File: config.mk
export PLATFORM = sky130hd
export DESIGN_NAME = multi_rate_enable_gen_flat
export DESIGN_NICKNAME = d
export VERILOG_FILES = /design/src/rtl/clkdiv_pkg.sv /design/src/rtl/multi_rate_enable_gen_if.sv /design/src/rtl/clkdiv_channel.sv /design/src/rtl/multi_rate_enable_gen.sv /design/src/flat_wrapper.sv
export SDC_FILE = /design/constraint.sdc
export NUM_CORES = 1
export LEC_CHECK = 0
export BUFFER_PORTS_ARGS = -buffer_cell sky130_fd_sc_hd__buf_2
export CAP_MARGIN = 10
export CORE_MARGIN = 4
export CORE_UTILIZATION = 50
export DETAILED_ROUTE_END_ITERATION = 10
export PLACE_DENSITY_LB_ADDON = 0.05
export SKIP_CTS_REPAIR_TIMING = 1
export SKIP_LAST_GASP = 1
export SLEW_MARGIN = 20
export SYNTH_ARGS = -nofsm -noshare
export SYNTH_HDL_FRONTEND = slang
export SYNTH_HIERARCHICAL = 1
export SYNTH_SLANG_ARGS = --single-unit
File: constraint.sdc
create_clock -name clk -period 3.2 [get_ports clk]
set_input_delay 0.48 -clock clk [delete_from_list [all_inputs] [get_ports clk]]
set_output_delay 0.48 -clock clk [all_outputs]
set_load 0.005 [all_outputs]
File: src/rtl/clkdiv_pkg.sv
// clkdiv_pkg: channel state type, default divisor and index-width helper
// shared by multi_rate_enable_gen and its channels.
package clkdiv_pkg;
  typedef enum logic [1:0] {CH_OFF, CH_RUN, CH_PEND} ch_state_t;
  localparam int DEFAULT_DIV_C = 800;
  function automatic int ch_idx_w(input int n);
    return (n > 1) ? $clog2(n) : 1;
  endfunction
endpackage

File: src/rtl/multi_rate_enable_gen_if.sv
// multi_rate_enable_gen_if: divisor-write request/acknowledge bundle.
interface multi_rate_enable_gen_if
  import clkdiv_pkg::*;
#(
  parameter int NUM_CH = 4,
  parameter int CNT_W  = 16
);
  logic                          div_wr;
  logic [ch_idx_w(NUM_CH)-1:0]   div_ch;
  logic [CNT_W-1:0]              div_val;
  logic                          div_ack;
  modport master (output div_wr, div_ch, div_val, input div_ack);
  modport slave (input div_wr, div_ch, div_val, output div_ack);
endinterface

File: src/rtl/clkdiv_channel.sv
// clkdiv_channel: one enable channel (counter, shadow divisor, OFF/RUN/PEND FSM).
// CLKDIV_PHASE_STAGGER_EN makes restarts load the channel index instead of 0.
module clkdiv_channel
  import clkdiv_pkg::*;
#(
  parameter int CNT_W       = 16,
  parameter int IDX         = 0,
  parameter int DEFAULT_DIV = DEFAULT_DIV_C
) (
  input  logic             clk,
  input  logic             reset_n,
  input  logic             run_i,
  input  logic             sync_clr_i,
  input  logic             wr_i,
  input  logic [CNT_W-1:0] wr_val_i,
  output logic             en_n_o
);
`ifdef CLKDIV_PHASE_STAGGER_EN
  localparam bit STAGGER = 1'b1;
`else
  localparam bit STAGGER = 1'b0;
`endif
  localparam logic [CNT_W-1:0] IDX_C = CNT_W'(IDX);
  localparam logic [CNT_W-1:0] DEF_C = CNT_W'(DEFAULT_DIV);
  localparam ch_state_t RST_ST = (DEF_C == '0) ? CH_OFF : CH_RUN;

  function automatic logic [CNT_W-1:0] load_val(input logic [CNT_W-1:0] d);
    return (STAGGER && IDX_C < d) ? IDX_C : '0;
  endfunction

  ch_state_t        state_q, state_d;
  logic [CNT_W-1:0] cnt_q, cnt_d, div_q, div_d, shd_q, shd_d;
  logic             en_n_q, en_n_d, wrap;

  always_ff @(posedge clk or negedge reset_n) begin
    if (!reset_n) begin
      state_q <= RST_ST;
      cnt_q   <= load_val(DEF_C);
      div_q   <= DEF_C;
      shd_q   <= '0;
      en_n_q  <= 1'b1;
    end else begin
      state_q <= state_d;
      cnt_q   <= cnt_d;
      div_q   <= div_d;
      shd_q   <= shd_d;
      en_n_q  <= en_n_d;
    end
  end

  // div_q - 1 is only meaningful when div_q != 0, which the guard ensures
  always_comb begin
    wrap    = run_i && (div_q != '0) && (cnt_q == div_q - 1'b1);
    state_d = state_q;
    cnt_d   = cnt_q;
    div_d   = div_q;
    shd_d   = wr_i ? wr_val_i : shd_q;
    en_n_d  = !(wrap && !sync_clr_i);
    if (sync_clr_i) begin
      div_d   = wr_i ? wr_val_i : (state_q == CH_PEND ? shd_q : div_q);
      cnt_d   = load_val(div_d);
      state_d = (div_d == '0) ? CH_OFF : CH_RUN;
    end else if (state_q == CH_OFF) begin
      if (wr_i) begin
        div_d   = wr_val_i;
        cnt_d   = '0;
        state_d = (wr_val_i == '0) ? CH_OFF : CH_RUN;
      end
    end else begin
      cnt_d = wrap ? '0 : cnt_q + CNT_W'(run_i);
      if (wrap && state_q == CH_PEND) begin
        div_d   = shd_d;
        state_d = (shd_d == '0) ? CH_OFF : CH_RUN;
      end else if (wr_i) begin
        state_d = CH_PEND;
      end
    end
  end

  assign en_n_o = en_n_q;
endmodule

File: src/rtl/multi_rate_enable_gen.sv
// multi_rate_enable_gen: NUM_CH active-low enable strobes with runtime divisors,
// wrap-aligned divisor update and run/sync control (see CLKDIV_PHASE_STAGGER_EN).
module multi_rate_enable_gen
  import clkdiv_pkg::*;
#(
  parameter int NUM_CH      = 4,
  parameter int CNT_W       = 16,
  parameter int DEFAULT_DIV = DEFAULT_DIV_C
) (
  input  logic                      clk,
  input  logic                      reset_n,
  input  logic                      run,
  input  logic                      sync_clr,
  multi_rate_enable_gen_if.slave    wr_if,
  output logic [NUM_CH-1:0]         enable_n
);
  logic acc, ack_q, ack_d;

  assign acc   = wr_if.div_wr && (int'(wr_if.div_ch) < NUM_CH);
  assign ack_d = acc;

  always_ff @(posedge clk or negedge reset_n) begin
    if (!reset_n) ack_q <= 1'b0;
    else          ack_q <= ack_d;
  end

  assign wr_if.div_ack = ack_q;

  for (genvar c = 0; c < NUM_CH; c++) begin : g_ch
    clkdiv_channel #(
      .CNT_W       (CNT_W),
      .IDX         (c),
      .DEFAULT_DIV (DEFAULT_DIV)
    ) u_ch (
      .clk        (clk),
      .reset_n    (reset_n),
      .run_i      (run),
      .sync_clr_i (sync_clr),
      .wr_i       (acc && int'(wr_if.div_ch) == c),
      .wr_val_i   (wr_if.div_val),
      .en_n_o     (enable_n[c])
    );
  end
endmodule

File: src/flat_wrapper.sv
// flat-port wrapper written by rule: the top's interface ports become plain ports
module multi_rate_enable_gen_flat import clkdiv_pkg::*;
#(
  parameter int NUM_CH      = 4,
  parameter int CNT_W       = 16,
  parameter int DEFAULT_DIV = DEFAULT_DIV_C
)
  (clk, reset_n, run, sync_clr, enable_n, wr_if_div_wr, wr_if_div_ch, wr_if_div_val, wr_if_div_ack);
  multi_rate_enable_gen_if #(.NUM_CH(NUM_CH), .CNT_W(CNT_W)) wr_if_i ();
  input  logic clk;
  input  logic reset_n;
  input  logic run;
  input  logic sync_clr;
  output logic [NUM_CH-1:0] enable_n;
  input wire logic [$bits(wr_if_i.div_wr)-1:0] wr_if_div_wr;
  input wire logic [$bits(wr_if_i.div_ch)-1:0] wr_if_div_ch;
  input wire logic [$bits(wr_if_i.div_val)-1:0] wr_if_div_val;
  output wire logic [$bits(wr_if_i.div_ack)-1:0] wr_if_div_ack;
  assign wr_if_i.div_wr = wr_if_div_wr;
  assign wr_if_i.div_ch = wr_if_div_ch;
  assign wr_if_i.div_val = wr_if_div_val;
  assign wr_if_div_ack = wr_if_i.div_ack;
  multi_rate_enable_gen #(.NUM_CH(NUM_CH), .CNT_W(CNT_W), .DEFAULT_DIV(DEFAULT_DIV)) u_core (.clk(clk), .reset_n(reset_n), .run(run), .sync_clr(sync_clr), .wr_if(wr_if_i), .enable_n(enable_n));
endmodule
==> flow_metrics.tcl, run 1 <==
set metrics [dict create \
    slew_headroom_pct 44.1 \
    synth_ff_type "dfrtp_1" \
    global_routing_usage_summed_across_all_routing_layers_pct 26.5 \
    max-clock-path-buffers 3 \
    io_buffer_count 27 \
    tns_ns 0 \
    cts_num_sinks 205 \
    path_clk_slew_ns 0.06 \
    maxUsedRoutingLayer "met4" \
    dr.first_iter.drc_count 1379 \
    timing.final.setup_violations 0 \
    routabilityCongestion 0.863 \
    drt_pre_antenna_iters 6 \
    critical_path_peak_fanout 20 \
    final_cells 2336 \
    critPathMaxStageDelay_ns 0.46 \
    drv_cap 0 \
    multiInputGateArea_um2 9530 \
    postSynthAreaPerCell_um2 8.19 \
    synth_sequential_area_ratio_pct 32.7 \
    synthToLayoutAreaGrowth_pct 10.6 \
    synth_area_um2 15700 \
    nFillCells 2823 \
    met1_length_um 21400 \
    dp_hpwl_um 32200 \
    cts_max_level 1 \
    wirelength_um 46500 \
    final-max-slew-violation-count 0 \
    grt_first_pass_wirelength_um 74900 \
    end_kind "flop" \
    route.antenna.remaining_nets 0 \
    total_area_of_sequential_cells_um2 5150 \
    boundaryPins 28 \
    antenna_found_initial 0 \
    die-width_um 185 \
    core_region_area_um2 30800 \
    synth_enable_flop_cells 0 \
    timing.critical_path.slowest_stage_cell "and4_4" \
    num_antenna_cells 0 \
    dr_wl_met3_um 2500 \
    drc 0 \
    tritoncts "yes" \
    vias_after_detailed_routing 14900 \
    placed_cells_incl_taps 2284 \
    critical_path_class "reg2reg" \
    synthCells 1923 \
    critical_path_arrival_ns 3.36 \
    timing.final.crit_share_pct 91.3 \
    clock_insertion_delay_worst_skew_ns 0.55 \
    fp-row-count 64 \
    grt_max_degree 64 \
    critical_path.cell_chain "inv_1 > ha_1 > o21ba_2 > a221oi_1 > a41oi_1 > a221oi_2 > and4_4 > nand2_2 > a32o_1" \
    numCtsBuffers 26 \
    nNetsFinal 1959 \
    finalPower_mw 9.40 \
    wl_per_cell_um 19.9 \
    p_leak_nw 7.13 \
    run_status "finished clean" \
    worst_ir_drop_vdd_uv 399 \
    chipHeight_um 185 \
    cellPowerDensity_nw_per_um2 540 \
    ys.warnings.count 6 \
    finalCriticalPeriod_ns 2.92 \
    unrepaired_setup_endpoints_after_global_routing "no" \
    ys_types 81 \
    grt_pass1_vias 13800 \
    floorplan.initialDensity_pct 51.1 \
    final_layout_size_suffix_gt1_share_pct 15.2 \
    worstSetupStartpointType "flop" \
    finalHoldViolations 0 \
    nets_in_the_synthesized_netlist 1962 \
    die_area_um2 34400 \
    synthArstFlopShare_pct 100 \
    worst-slew-pin-transition_ns 0.838 \
    clock-skew-final_ns 0.0143 \
    route.met2.wl_um 21300 \
    synth.ff_latch_count 205 \
    via_per_inst 6.36 \
    fmax_mhz 342 \
    worst_ep_required_time_ns 3.64 \
    hold_path_class "in2reg" \
    cts_root_cell "clkbuf_16" \
    grt_overflow_total 0 \
]
-- cell type report --
type                            count  area share (%)
Clock buffer                       37            4.21
Clock inverter                     11            1.03
Inverter                          106            2.29
Multi-Input combinational cell   1463            54.7
Sequential cell                   205            29.6
Tap cell                          396            2.85
Timing Repair Buffer              118            5.29
-- registers in the layout, summed over array words and instances (netlist names) --
register	flops
u_core/wr_if.div_ack	1
u_core/g_ch.u_ch/cnt_q	64
u_core/g_ch.u_ch/en_n_o	4
u_core/g_ch.u_ch/shd_q	64
u_core/g_ch.u_ch/div_q	64
u_core/g_ch.u_ch/state_q	8
-- synthesized netlist by cell type, types with 8 or more instances --
cell,n,area share [%]
nand2_1,192,4.6
dfrtp_1,185,29
nor2_1,168,4.0
o21ai_0,160,5.1
a21oi_1,108,3.4
inv_1,104,2.5
clkbuf_1,94,2.2
mux2i_1,62,3.9
nor3_1,58,1.8
nand3_1,52,1.7
nor4_1,50,2.0
xnor2_1,44,2.4
nand4_1,36,1.4
xor2_1,36,2.0
and4_1,34,1.9
a311oi_1,32,1.8
o211ai_1,32,1.5
buf_2,28,0.89
a31oi_1,26,1.0
mux2_2,24,1.7
a211oi_1,22,1.0
a211oi_2,20,1.6
and3_1,20,0.79
dfstp_2,20,3.3
ha_1,16,1.3
mux2_4,14,1.3
or4_1,14,0.67
a41oi_1,12,0.67
buf_1,12,0.29
o21a_1,12,0.57
a21boi_0,10,0.48
a21o_1,10,0.48
a221oi_1,10,0.56
buf_4,10,0.48
nand2b_1,10,0.40
o31ai_1,10,0.48
or2_2,10,0.40
or3_1,10,0.40
a31o_2,8,0.45
a32o_1,8,0.51
nand3b_1,8,0.38
-- worst max-delay path: cells and delay by family (launching register included) --
kind,cells,cell delay (ns)
compound gates,5,1.27
simple gates,2,0.62
flops,1,0.45
fa+ha+maj,1,0.35
buf+inv,1,0.11
-- metrics by stage --
stage	hold slack (ns)	util [%]	worst slack [ns]	instance area, um2
floorplan	0.184	-	0.363	15700
global placement	0.473	53.4	0.242	16500
detailed placement	0.466	53.4	0.166	16500
CTS	-0.110	56.3	0.196	17400
global route	0.0856	56.5	0.0263	17400
finish	0.0878	56.5	0.279	17400
-- path summary, 6_finish.rpt --
| kind | cells past startpoint | endpoint | slack, ns | from |
|---|---|---|---|---|
| setup reg to reg | 9 | u_core/g_ch[0].u_ch/cnt_q[0] | 0.28 | u_core/g_ch[0].u_ch/div_q[0] |
| setup / recovery | 9 | u_core/g_ch[0].u_ch/cnt_q[0] | 0.28 | u_core/g_ch[0].u_ch/div_q[0] |
| hold reg to reg | 1 | u_core/g_ch[2].u_ch/div_q[13] | 0.53 | u_core/g_ch[2].u_ch/state_q[1] |
| min in group asynchronous | 2 | u_core/g_ch[2].u_ch/div_q[0] | 0.47 | reset_n |
| hold / removal | 1 | u_core/wr_if.div_ack | 0.09 | wr_if_div_wr |
| max in group asynchronous | 3 | u_core/g_ch[2].u_ch/state_q[0] | 1.91 | reset_n |
-- placed cells by master (no fill, tap or decap), types with 12 or more instances in the layout --
cell / netlist / routed
a211oi_1: 22 / 22
a211oi_2: 20 / 20
a21oi_1: 108 / 108
a311oi_1: 32 / 32
a31oi_1: 26 / 26
a41oi_1: 12 / 12
and3_1: 20 / 20
and4_1: 34 / 34
buf_2: 28 / 25
buf_4: 10 / 84
clkbuf_16: 0 / 27
dfrtp_1: 185 / 185
dfstp_2: 20 / 20
ha_1: 16 / 14
inv_1: 104 / 104
mux2_2: 24 / 24
mux2_4: 14 / 14
mux2i_1: 62 / 62
nand2_1: 192 / 192
nand3_1: 52 / 52
nand4_1: 36 / 36
nor2_1: 168 / 168
nor3_1: 58 / 56
nor4_1: 50 / 50
o211ai_1: 32 / 32
o21a_1: 12 / 12
o21ai_0: 160 / 160
or4_1: 14 / 14
xnor2_1: 44 / 44
xor2_1: 36 / 36
-- per-layer routing --
layer | global-route usage [%] | vias to the layer above
li1 | - | 7097
met1 | 38.4 | 7205
met2 | 42.0 | 474
met3 | 3.28 | 89
met4 | 7.22 | 0
met5 | 0 | -
-- power breakdown --
group | switching [mW] | total (mW) | internal (mW)
clock | 1.19 | 3.18 | 1.99
combinational | 1.63 | 2.74 | 1.12
sequential | 0.507 | 3.48 | 2.98
total | 3.32 | 9.40 | 6.08
-- kinds of logic (layout without fill, tap and decap cells) --
logic type      Yosys count  after routing  synth area share [%]
compound gates          544            544                  23.4
simple gates            722            723                  24.2
xor+xnor                 80             80                  4.45
buf+inv                 256            272                  6.96
mux                     100            100                  6.99
flops                   205            205                  32.7
fa+ha+maj                16             16                  1.27
Power figures use the tool's default switching activity.
==> run 2: changes to the inputs <==
- ABC_AREA: default -> 1
==> flow_metrics.tcl, run 2 <==
set metrics [dict create \
    run_status "finished clean" \
    synth_enable_flop_cells 0 \
    synth_ff_type "dfrtp_1" \
    timing.final.setup_violations 0 \
    mostFrequentLayoutCell "nand2_1" \
    route.antenna.remaining_nets 0 \
    boundaryPins 28 \
    critical_path_class "reg2reg" \
    cts_num_sinks 205 \
    chipHeight_um 183 \
    postSynthAreaPerCell_um2 6.77 \
    worst_ep_required_time_ns 3.63 \
    timing.final.crit_share_pct 78.4 \
    synth.ff_latch_count 205 \
    switching_power_mw 4.12 \
    xor_xnor_share_of_the_synthesized_area_pct 4.59 \
    dp_hpwl_um 31300 \
    worstSetupStartpointType "flop" \
    nFillCells 2932 \
    p_leak_nw 8.12 \
    synthMuxAreaShare_pct 1.44 \
    grt_max_degree 75 \
    yosys.area_share.simple_pct 34.6 \
    fp-row-count 63 \
    clock_power_share_pct 30.3 \
    die_area_um2 33400 \
    nets_in_the_synthesized_netlist 2294 \
    tritoncts "yes" \
    hold_path_class "in2reg" \
    path_clk_slew_ns 0.06 \
    tns_ns 0 \
    worst_ir_drop_vdd_uv 351 \
    combPwrFrac_pct 36.3 \
    r2r_cells 15 \
    final-max-slew-violation-count 0 \
    grt_first_pass_wirelength_um 72300 \
    post-synth-top-area-cell "dfrtp_1" \
    clock_insertion_delay_worst_skew_ns 0.54 \
    mostFrequentLayoutCells "nand2_1, inv_1, nor2_1, dfrtp_1, nand3_1" \
    floorplan.initialDensity_pct 51.1 \
    synthCells 2255 \
    critical_path_peak_fanout 18 \
    global_routing_usage_summed_across_all_routing_layers_pct 25.9 \
    nNetsFinal 2306 \
    num_antenna_cells 0 \
    ys.warnings.count 6 \
    die-width_um 183 \
    synth_compound_area_share_pct 14.5 \
    fmax_mhz 398 \
    netlist_top_cells_area "dfrtp_1, nand2_1, inv_1" \
    synth_area_um2 15300 \
    vias_after_detailed_routing 14700 \
    finalCriticalPeriod_ns 2.51 \
    power.sequential.fraction_pct 33.4 \
    cellPowerDensity_nw_per_um2 622 \
    finalHoldViolations 0 \
    end_kind "flop" \
    drc 0 \
    critical_path_arrival_ns 2.94 \
    core_region_area_um2 29900 \
    cts_root_cell "clkbuf_16" \
    synth_sequential_area_ratio_pct 33.8 \
    antenna_found_initial 0 \
    slew_headroom_pct 56.1 \
    cellInternalPower_mw 6.29 \
    drv_cap 0 \
    worstHoldPathCells 1 \
    clock-skew-final_ns 0.0142 \
    wirelength_um 43300 \
    layout_top_registers "u_core/g_ch.u_ch/cnt_q: 64 flops, u_core/g_ch.u_ch/div_q: 64 flops, u_core/g_ch.u_ch/shd_q: 64 flops" \
    routabilityCongestion 0.915 \
    numCtsBuffers 26 \
    max-clock-path-buffers 3 \
    synthToLayoutAreaGrowth_pct 9.64 \
    commonest_cells_in_the_synthesized_netlist "nand2_1, inv_1, nor2_1" \
    via_per_inst 5.51 \
    wl_per_cell_um 16.2 \
    drt_pre_antenna_iters 6 \
    synthArstFlopShare_pct 100 \
    dr.first_iter.drc_count 1108 \
    synth_adder_area_share_pct 1.31 \
    io_buffer_count 27 \
    yosys.cell_count.top_type "nand2_1" \
    power.share.switching_pct 39.6 \
    final_layout_size_suffix_gt1_share_pct 10.5 \
    grt_pass1_vias 14200 \
    detailedPlace.worstSlack_ns 0.634 \
    cts_max_level 1 \
    layout_setup_ws_ns 0.690 \
    worst-slew-pin-transition_ns 0.658 \
    unrepaired_setup_endpoints_after_global_routing "no" \
    main_combinational_cell_family_by_area_after_synthesis "simple AND/OR/NAND/NOR gates" \
    ys_types 44 \
    grt_overflow_total 0 \
    synth_top_cell_area_share_pct 30.3 \
]
-- run 2: critical path, stage by stage, from the launching register on --
cell and delay, ns:
dfrtp_1 0.38, inv_1 0.17, ha_1 0.28, nand2_1 0.07, inv_1 0.04, or2_1 0.20
nor2_1 0.11, nand3_1 0.09, nor2_1 0.13, nand2_2 0.08, nor2_4 0.16, nand4_4 0.12
nand2_4 0.22, nand2_4 0.18, nand2_1 0.11, nand2_1 0.05
-- run 2: area by class of cell --
class | instances | area [um2] | share of cell area (%)
Multi-Input combinational cell | 1666 | 8620 | 51.5
Sequential cell | 205 | 5150 | 30.8
Inverter | 310 | 1160 | 6.95
Clock buffer | 39 | 771 | 4.60
Tap cell | 390 | 488 | 2.92
Timing Repair Buffer | 58 | 393 | 2.35
Clock inverter | 9 | 145 | 0.867
-- run 2: cell families after synthesis --
family | count (synthesis)
muxes | 22
adders and majority gates | 16
DFF | 205
buffers and inverters | 384
and+or+nand+nor | 1146
AOI/OAI and AO/OA | 402
xor gates and xnor gates | 80
-- run 2: metrics by stage --
stage | utilization (%) | hold WS (ns) | area (um2) | std cells | total power, mW
final | 56.0 | 0.0793 | 16700 | 2677 | 10.4
after global routing | 56.0 | 0.0715 | 16700 | 2677 | 11.2
after CTS | 56.0 | -0.0909 | 16700 | 2676 | 10.5
after detailed placement | 52.9 | 0.459 | 15800 | 2628 | 7.25
after global placement | 52.9 | 0.457 | 15800 | 2628 | 7.20
after floorplan | - | 0.184 | 15300 | 2255 | 6.26
-- run 2: power by group through the flow --
stage | Combinational, mW | Sequential, mW | Clock [mW]
2_1_floorplan | 2.88 | 3.38 | 0
3_3_place_gp | 3.68 | 3.51 | 0
3_5_place_dp | 3.74 | 3.52 | 0
4_1_cts | 3.75 | 3.48 | 3.23
5_1_grt | 4.30 | 3.55 | 3.34
6_report | 3.78 | 3.48 | 3.16
-- run 2: path summary, 6_finish.rpt --
check / from / endpoint / slack (ns)
worst max-delay path: u_core/g_ch[1].u_ch/div_q[0] / u_core/g_ch[1].u_ch/div_q[1] / 0.69
worst min-delay path: wr_if_div_wr / u_core/wr_if.div_ack / 0.08
worst max register to register: u_core/g_ch[1].u_ch/div_q[0] / u_core/g_ch[1].u_ch/div_q[1] / 0.69
worst min register to register: u_core/g_ch[3].u_ch/div_q[1] / u_core/g_ch[3].u_ch/div_q[1] / 0.47
max in group asynchronous: reset_n / u_core/g_ch[0].u_ch/div_q[8] / 1.77
min in group asynchronous: reset_n / u_core/g_ch[1].u_ch/cnt_q[11] / 0.48
-- run 2: per-layer routing --
metal,global-route usage (%),share of wire (%),vias to the layer above
li1,-,-,7360
met2,41.7,45,401
met3,2.84,5.6,59
met5,0,0,-
met4,5.19,1.7,0
met1,38.1,47,6921
==> run 3: changes to the inputs <==
- clock period: 3.2 -> 2 ns (I/O delays scaled with it)
==> flow_metrics.tcl, run 3 (synthesis gave the netlist of run 2 again) <==
set metrics [dict create \
    finalPower_mw 18.5 \
    cellPowerDensity_nw_per_um2 925 \
    critical_path_arrival_ns 2.71 \
    finalCriticalPeriod_ns 2.24 \
    run_status "complete, but fails checks" \
    grt_max_degree 54 \
    wirelength_um 48900 \
    wl_per_cell_um 16.5 \
    core_region_area_um2 29900 \
    final-max-slew-violation-count 0 \
    vias_after_detailed_routing 16300 \
    cts_max_level 1 \
    nFillCells 2695 \
    mostFrequentLayoutCells "nand2_1, inv_1, buf_4, nor2_1, dfrtp_1" \
    critical_path.cell_chain "inv_2 > ha_4 > nand2_2 > inv_2 > or2_1 > nor2_1 > nand3_1 > nor2_1 > nand2_2 > nor2_4 > nand4_4 > nand2_8 > clkbuf_16 > nand3_1 > nand2_1" \
    antenna_found_initial 0 \
    placed_cells_incl_taps 2883 \
    unrepaired_setup_endpoints_after_global_routing "yes" \
    io_buffer_count 27 \
    violations "negative setup slack" \
    worst_ir_drop_vdd_uv 777 \
    dr.first_iter.drc_count 1269 \
    drv_cap 0 \
    timing.final.setup_violations 136 \
    critical_path_class "reg2reg" \
    via_per_inst 5.53 \
    hp-start "wr_if_div_wr" \
    cts_root_cell "clkbuf_16" \
    slew_headroom_pct 58.1 \
    max-clock-path-buffers 3 \
    die-width_um 183 \
    numCtsBuffers 27 \
    end_kind "flop" \
    die_area_um2 33400 \
    layout_setup_ws_ns -0.241 \
    fmax_mhz 446 \
    regToRegStartpoint "u_core/g_ch[0].u_ch/div_q[0]" \
    mostFrequentLayoutCell "nand2_1" \
    drc 0 \
    grt_first_pass_wirelength_um 77000 \
    dp_hpwl_um 35100 \
    chipHeight_um 183 \
    grt_overflow_total 0 \
    grt_pass1_vias 15400 \
    hold_path_class "in2reg" \
    num_antenna_cells 0 \
    worst-slew-pin-transition_ns 0.626 \
    worst_ep_required_time_ns 2.47 \
    tritoncts "yes" \
    timing.critical_path.buf_inv 3 \
    timing.critical_path.slowest_stage_cell "dfrtp_1" \
    critical_path_peak_fanout 6 \
    final_layout_size_suffix_gt1_share_pct 27.3 \
    critPathMaxStageDelay_ns 0.38 \
    timing.final.crit_share_pct 112 \
    nNetsFinal 2587 \
    layout_top_registers "u_core/g_ch.u_ch/cnt_q: 64 flops, u_core/g_ch.u_ch/div_q: 64 flops, u_core/g_ch.u_ch/shd_q: 64 flops" \
    clock-skew-final_ns 0.0116 \
    floorplan.initialDensity_pct 51.1 \
    fp-row-count 63 \
    path_clk_slew_ns 0.06 \
    drt_pre_antenna_iters 6 \
    p_leak_nw 9.74 \
    finalHoldViolations 0 \
    clock_insertion_delay_worst_skew_ns 0.54 \
    synthToLayoutAreaGrowth_pct 30.9 \
    routabilityCongestion 0.936 \
    route.antenna.remaining_nets 0 \
    critical_path_origin "u_core/g_ch[0].u_ch/div_q[0]" \
    cp_top_family "simple AND/OR/NAND/NOR gates" \
    cts_num_sinks 205 \
    worstSetupStartpointType "flop" \
    boundaryPins 28 \
    global_routing_usage_summed_across_all_routing_layers_pct 27.6 \
    final_cells 2958 \
]
## run 3: changes by cell type in the layout (fill, tap and decap cells not counted), moves of 15 or more
cell and change:
o22ai_1 -18, nor2_2 +15, o22ai_2 +18, buf_6 +18
nand3_2 +50, buf_4 +237, o21ai_0 -15, nand3_1 -51
buf_12 +16, nor2_1 -17, nand2_1 -61, nand2_2 +57
## run 3: through the flow
stage	setup WS, ns	area (um2)	util, %	hold WS (ns)	setup TNS, ns
4_1_cts	-0.250	18800	63.0	-0.338	-21.63
3_3_place_gp	-0.187	17900	60.0	0.229	-15.59
6_report	-0.241	20000	66.9	0.0310	-18.69
2_1_floorplan	-0.0551	15300	-	0.00441	-1.68
3_5_place_dp	-0.234	17900	60.0	0.227	-20.06
5_1_grt	-0.328	20000	66.9	0.0204	-34.09
## run 3: final timing paths
kind,end,slack [ns],depth (start not counted)
min reg2reg,u_core/g_ch[2].u_ch/state_q[0],0.48,2
max in group asynchronous,u_core/g_ch[2].u_ch/div_q[5],1.04,3
min,u_core/wr_if.div_ack,0.03,2
max,u_core/g_ch[0].u_ch/div_q[13],-0.24,15
min in group asynchronous,u_core/g_ch[1].u_ch/cnt_q[11],0.25,2
max reg2reg,u_core/g_ch[0].u_ch/div_q[13],-0.24,15
## run 3: layer usage
layer	global-route usage, %	part of all wire, %	vias to the layer above
met5	0	0	-
met4	6.03	2.0	0
met3	3.31	5.8	79
met2	45.3	47	496
met1	39.5	45	7812
li1	-	-	7956
## run 3: final cells by class
| type | instances | area (um2) | area share, % |
|---|---|---|---|
| multi-input combinational | 1670 | 9490 | 47.5 |
| sequential | 205 | 5150 | 25.8 |
| timing repair buffer | 333 | 2790 | 13.9 |
| inverter | 310 | 1180 | 5.90 |
| clock buffer | 41 | 808 | 4.04 |
| tap | 390 | 488 | 2.44 |
| clock inverter | 8 | 68.8 | 0.344 |
| timing repair inverter | 1 | 7.51 | 0.0376 |
## run 3: where the power goes
part / internal (mW) / switching [mW]
Combinational: 3.41 / 4.75
Sequential: 4.84 / 0.659
Clock: 2.89 / 1.94
